$ cat src/rtl/lsu_pkg.sv
// Shared types and constants for the load/store bus controller.
package lsu_pkg;

  typedef enum logic [1:0] {
    IDLE   = 2'd0,
    ACCESS = 2'd1,
    RESP   = 2'd2,
    ERR    = 2'd3
  } state_t;

  localparam logic [2:0] F3_B  = 3'b000;
  localparam logic [2:0] F3_H  = 3'b001;
  localparam logic [2:0] F3_W  = 3'b010;
  localparam logic [2:0] F3_BU = 3'b100;
  localparam logic [2:0] F3_HU = 3'b101;

  localparam int CNT_W = 8;

endpackage

$ cat src/rtl/lsu_mem_ctrl_store_lane_align.sv
// Lane placement of store data / byte enables, plus width-vs-address legality.
module store_lane_align
  import lsu_pkg::*;
(
  input  logic [2:0]  funct3,
  input  logic [1:0]  addr,
  input  logic [31:0] wdata,
  output logic [3:0]  be,
  output logic [31:0] wdata_rep,
  output logic        legal
);

  always_comb begin
    be        = 4'b0000;
    wdata_rep = 32'h0;
    legal     = 1'b0;
    case (funct3)
      F3_B, F3_BU: begin
        be        = 4'b0001 << addr;
        wdata_rep = {4{wdata[7:0]}};
        legal     = 1'b1;
      end
      F3_H, F3_HU: begin
        be        = 4'b0011 << addr;
        wdata_rep = {2{wdata[15:0]}};
        legal     = ~addr[0];
      end
      F3_W: begin
        be        = 4'b1111;
        wdata_rep = wdata;
        legal     = (addr == 2'b00);
      end
      default: ;
    endcase
  end

endmodule

$ cat src/rtl/lsu_mem_ctrl.sv
// Load/store bus controller: one ready-handshake memory access per request,
// with alignment faults, bus timeout and right-justified load data.
//
// state  | meaning
// IDLE   | waiting for req_valid; legality checked on accept
// ACCESS | mem_req high, waiting for mem_ready or timeout
// RESP   | done pulse, fault_timeout qualified
// ERR    | done pulse with fault_align, bus never touched
module lsu_mem_ctrl
  import lsu_pkg::*;
#(
  parameter int unsigned TIMEOUT_CYCLES = 16
) (
  input  logic        clk,
  input  logic        rst_n,
  input  logic        req_valid,
  input  logic        req_we,
  input  logic [2:0]  req_funct3,
  input  logic [31:0] req_addr,
  input  logic [31:0] req_wdata,
  output logic        busy,
  output logic        done,
  output logic [31:0] rdata_raw,
  output logic        fault_align,
  output logic        fault_timeout,
  output logic        mem_req,
  output logic        mem_we,
  output logic [31:0] mem_addr,
  output logic [3:0]  mem_be,
  output logic [31:0] mem_wdata,
  input  logic        mem_ready,
  input  logic [31:0] mem_rdata
);

  localparam logic [CNT_W-1:0] TO_LIMIT = CNT_W'(TIMEOUT_CYCLES);
  localparam logic [CNT_W-1:0] CNT_ONE  = CNT_W'(1);

  state_t           state, state_nxt;
  logic [CNT_W-1:0] cnt;
  logic             to_flag;
  logic [1:0]       off;
  logic [3:0]       be_c;
  logic [31:0]      wdata_c;
  logic             lane_legal;
  logic             req_legal;
  logic             timeout_hit;

  store_lane_align u_align (
    .funct3    (req_funct3),
    .addr      (req_addr[1:0]),
    .wdata     (req_wdata),
    .be        (be_c),
    .wdata_rep (wdata_c),
    .legal     (lane_legal)
  );

  // Unsigned load widths have no store form.
  assign req_legal   = lane_legal &
                       ~(req_we & ((req_funct3 == F3_BU) | (req_funct3 == F3_HU)));
  assign timeout_hit = ((cnt + CNT_ONE) == TO_LIMIT);

  always_ff @(posedge clk or negedge rst_n) begin
    if (!rst_n) state <= IDLE;
    else        state <= state_nxt;
  end

  always_comb begin
    state_nxt = state;
    case (state)
      IDLE:    if (req_valid) state_nxt = req_legal ? ACCESS : ERR;
      ACCESS:  if (mem_ready || timeout_hit) state_nxt = RESP;
      RESP:    state_nxt = IDLE;
      ERR:     state_nxt = IDLE;
      default: state_nxt = IDLE;
    endcase
  end

  always_ff @(posedge clk or negedge rst_n) begin
    if (!rst_n) begin
      mem_addr  <= 32'h0;
      mem_be    <= 4'b0000;
      mem_wdata <= 32'h0;
      mem_we    <= 1'b0;
      off       <= 2'b00;
      cnt       <= '0;
      to_flag   <= 1'b0;
      rdata_raw <= 32'h0;
    end else begin
      case (state)
        IDLE: begin
          if (req_valid && req_legal) begin
            mem_addr  <= {req_addr[31:2], 2'b00};
            mem_be    <= be_c;
            mem_wdata <= wdata_c;
            mem_we    <= req_we;
            off       <= req_addr[1:0];
            cnt       <= '0;
            to_flag   <= 1'b0;
          end
        end
        ACCESS: begin
          // Ready takes priority over a coincident timeout.
          if (mem_ready) begin
            if (!mem_we) rdata_raw <= mem_rdata >> {off, 3'b000};
          end else begin
            cnt <= cnt + CNT_ONE;
            if (timeout_hit) to_flag <= 1'b1;
          end
        end
        default: ;
      endcase
    end
  end

  assign mem_req       = (state == ACCESS);
  assign done          = (state == RESP) || (state == ERR);
  assign fault_align   = (state == ERR);
  assign fault_timeout = (state == RESP) && to_flag;
  // Held low while in reset so every output is quiet regardless of req_valid.
  assign busy          = req_valid & ~done & rst_n;

endmodule

$ cat config.mk
export PLATFORM = sky130hd
export DESIGN_NAME = lsu_mem_ctrl
export DESIGN_NICKNAME = d
export VERILOG_FILES = /design/src/rtl/lsu_pkg.sv /design/src/rtl/lsu_mem_ctrl_store_lane_align.sv /design/src/rtl/lsu_mem_ctrl.sv
export SDC_FILE = /design/constraint.sdc
export NUM_CORES = 1
export LEC_CHECK = 0
export ABC_AREA = 1
export CAP_MARGIN = 20
export CORE_MARGIN = 8
export CORE_UTILIZATION = 39
export DETAILED_ROUTE_END_ITERATION = 8
export PLACE_DENSITY = 0.77
export SLEW_MARGIN = 20
export SYNTH_ARGS = -nofsm -noshare
export SYNTH_HDL_FRONTEND = slang
export SYNTH_SLANG_ARGS = --single-unit
$ cat constraint.sdc
create_clock -name clk -period 1.5 [get_ports clk]
set_input_delay 0.3 -clock clk [delete_from_list [all_inputs] [get_ports clk]]
set_output_delay 0.3 -clock clk [all_outputs]
set_load 0.01 [all_outputs]
==> metrics.yaml <==
sta:
  drv_slew: 0
  finalClockSkew_ns: 0.00726
  worst_pin_slew_ns: 0.621
  period_share_pct: 110
  layout_setup_ws_ns: -0.145
  rsz0062_at_grt: "true"
  finalSetupViolCount: 80
  clock.fmax_mhz: 608
  relSlewSlack_pct: 58.6
  post-route-min-period_ns: 1.64
  hold_violations: 0
final_layout:
  n_fill_cell: 1024
  finalNonFillerCells: 1034
  nNetsFinal: 959
  drive_above_1_share_pct: 23.9
  area_growth_pct: 71.2
  final_core_util_pct: 67.3
  antenna_cells: 0
grt:
  grt_antenna_before_repair: 1
  grt_pass1_wl_mm: 28.6
  grt_overflow: 0
  grt_pass1_vias: 5535
  grt.total_usage_pct: 21.5
  grt_max_degree: 113
logic_synthesis:
  synth_warnings: 0
  synth-seq-cells: 112
  synthDistinctLibCells: 27
  syn_area_um2: 5150
  synth_edf_count: 0
  yosys_most_used_dff: "dfrtp_1"
  avgSynthCellArea_um2: 8.62
  yosysSeqAreaShare_pct: 54.4
  synthCells: 597
  synth-async-reset-ratio_pct: 100
worst_setup_path:
  reg2reg_slack_ns: -0.14
  crit_path_start: "state[1]"
  cpPeakStageDelay_ns: 0.41
  reg2reg_to: "mem_addr[8]"
  crit_cells: 9
  r2r-start: "state[1]"
  reg2regPathDepth: 9
  critPathTopFamily: "buffers and inverters"
  cp_max_fo: 7
  endpoint: "mem_addr[8]"
  timing_worst_setup_path_type: "flop to flop"
  critPathArrivalTime_ns: 1.88
  cp_cell_sequence: "buf_4 -> buf_4 -> nor2_4 -> nand3_4 -> buf_12 -> buf_12 -> clkbuf_16 -> nand2_2 -> nand2_1"
  worstSetupEndpointType: "flop"
  crit_buf_inv: 5
  critical-path-slowest-cell: "dfrtp_1"
  required_ns: 1.74
  startpoint_type: "flop"
floorplanning:
  core-area_um2: 13100
  die_area_um2: 17100
  die_y_um: 131
  initial_utilization_pct: 39.3
  io_pins: 210
  num_rows: 42
  die_x_um: 131
routing:
  drtPass1Iterations: 5
  drtIter0Drc: 366
  ant_nets: 0
  drt-wirelength-per-cell_um: 18.7
  wirelength_mm: 19.4
  vias: 5430
  drc_errors: 0
  viasPerCell: 5.25
placed_design:
  gp_congestion: 0.828
  port-buffer-count: 207
  place_inst: 986
  hpwl_mm: 12.8
clocking:
  cts_buffers: 9
  cts_num_sinks: 112
  cts.clk_slew.worst_paths_ns: 0.07
  cts_buffer_depth: 2
  ctsHoldBuffers: 0
  clk_latency_ns: 0.35
  cts_tree: "done"
  htreeDepth: 3
  root_buffer: "clkbuf_16"
job:
  max-cap-violations: 0
run_status:
  violations: "setup timing"
  status: "complete, but fails checks"
hold_path:
  hold_class: "input port to async pin"
power:
  power_density_nw_per_um2: 1720
  ir_worst_vdd_uv: 806
  leakagePower_nw: 4.28
kinds of logic after synthesis:
family / count (synthesis) / share of synthesized area [%]
simple gates: 266 / 20.9
xor+xnor: 1 / 0.170
flops: 112 / 54.4
buf+inv: 71 / 6.39
other cells: 1 / 0.0729
compound gates: 145 / 17.8
fa+ha+maj: 1 / 0.243
cells in the mapped netlist, types with 4 or more instances:
library cell | instances | share of area, %
nand2_1 | 212 | 15
dfrtp_1 | 112 | 54
o21ai_1 | 42 | 4.1
inv_1 | 28 | 2.0
o21ai_0 | 23 | 2.2
nor2_1 | 22 | 1.6
clkbuf_1 | 19 | 1.4
a21oi_1 | 17 | 1.7
o211ai_1 | 17 | 2.5
or2_2 | 16 | 1.9
nand3_1 | 13 | 1.3
buf_2 | 11 | 1.1
o31ai_1 | 9 | 1.3
a221oi_1 | 8 | 1.4
a32oi_1 | 8 | 1.4
o221ai_1 | 8 | 1.4
o22a_1 | 7 | 1.2
buf_6 | 5 | 1.1
inv_2 | 5 | 0.36
a31oi_1 | 4 | 0.49
state kept, by name, indices dropped and copies added, names as in the netlist:
name and count:
to_flag 1, rdata_raw 32, state 2, mem_we 1
off 2, mem_wdata 32, mem_be 4, cnt 8
mem_addr 30
worst min path at each step:
stage                     start  cells past startpoint  slack (ns)             to
after floorplan           rst_n                      0       0.004         cnt[0]
after global placement    rst_n                      2        0.44  mem_wdata[17]
after detailed placement  rst_n                      2        0.46  rdata_raw[18]
after CTS                 rst_n                      2        0.09  mem_wdata[12]
after global routing      rst_n                      2        0.11  mem_wdata[16]
final                     rst_n                      2        0.03  mem_wdata[17]
where the power goes:
part	total [mW]	internal [mW]	switching, mW
combinational	7.16	3.53	3.63
sequential	5.40	4.41	0.995
clock	2.58	1.46	1.11
total	15.1	9.40	5.74
per-layer routing:
metal	vias up	global-route usage, %	part of all wire [%]
li1	2518	-	-
met1	2615	25.7	40
met2	260	36.0	49
met3	35	7.26	9.4
met4	2	6.55	1.8
met5	-	0	0.067
placed cells by master (no fill, tap or decap), types with 9 or more instances in the layout:
cell type	count
nand2_1	157
dfrtp_1	112
dlygate4sd2_1	104
clkdlybuf4s50_1	97
buf_4	42
o21ai_1	40
nand2_2	39
inv_1	23
o211ai_1	17
nand2_4	17
a21oi_1	17
or2_2	16
nor2_1	15
o21ai_0	15
buf_12	14
clkbuf_16	13
o21ai_2	9
cell type report:
| class | count | area, µm² | share of cell area [%] |
|---|---|---|---|
| timing repair buffer | 283 | 2940 | 33.3 |
| sequential | 112 | 2800 | 31.8 |
| multi-input combinational | 415 | 2400 | 27.2 |
| clock buffer | 10 | 229 | 2.60 |
| tap | 176 | 220 | 2.50 |
| inverter | 33 | 144 | 1.63 |
| clock inverter | 5 | 82.6 | 0.937 |
through the flow:
step	cell area, µm²	setup slack, ns	hold WS, ns	TNS [ns]	power [mW]
6_report	8810	-0.145	0.0341	-4.94	15.1
4_1_cts	8370	-0.0959	0.0858	-2.61	14.5
3_3_place_gp	7710	-0.546	0.442	-44.23	12.2
5_1_grt	8810	-0.215	0.106	-10.91	16.1
3_5_place_dp	7710	-0.680	0.461	-53.58	12.4
2_1_floorplan	5150	0.00583	0.00441	0	8.15
timing repair:
action | in CTS | in global routing
resized for setup | 189 | 85
pin swaps | 23 | 19
buffers inserted | 16 | 10
gates cloned | 7 | 5
endpoints found under the setup margin | 191 | 105
(Power assumes the default switching activity.)
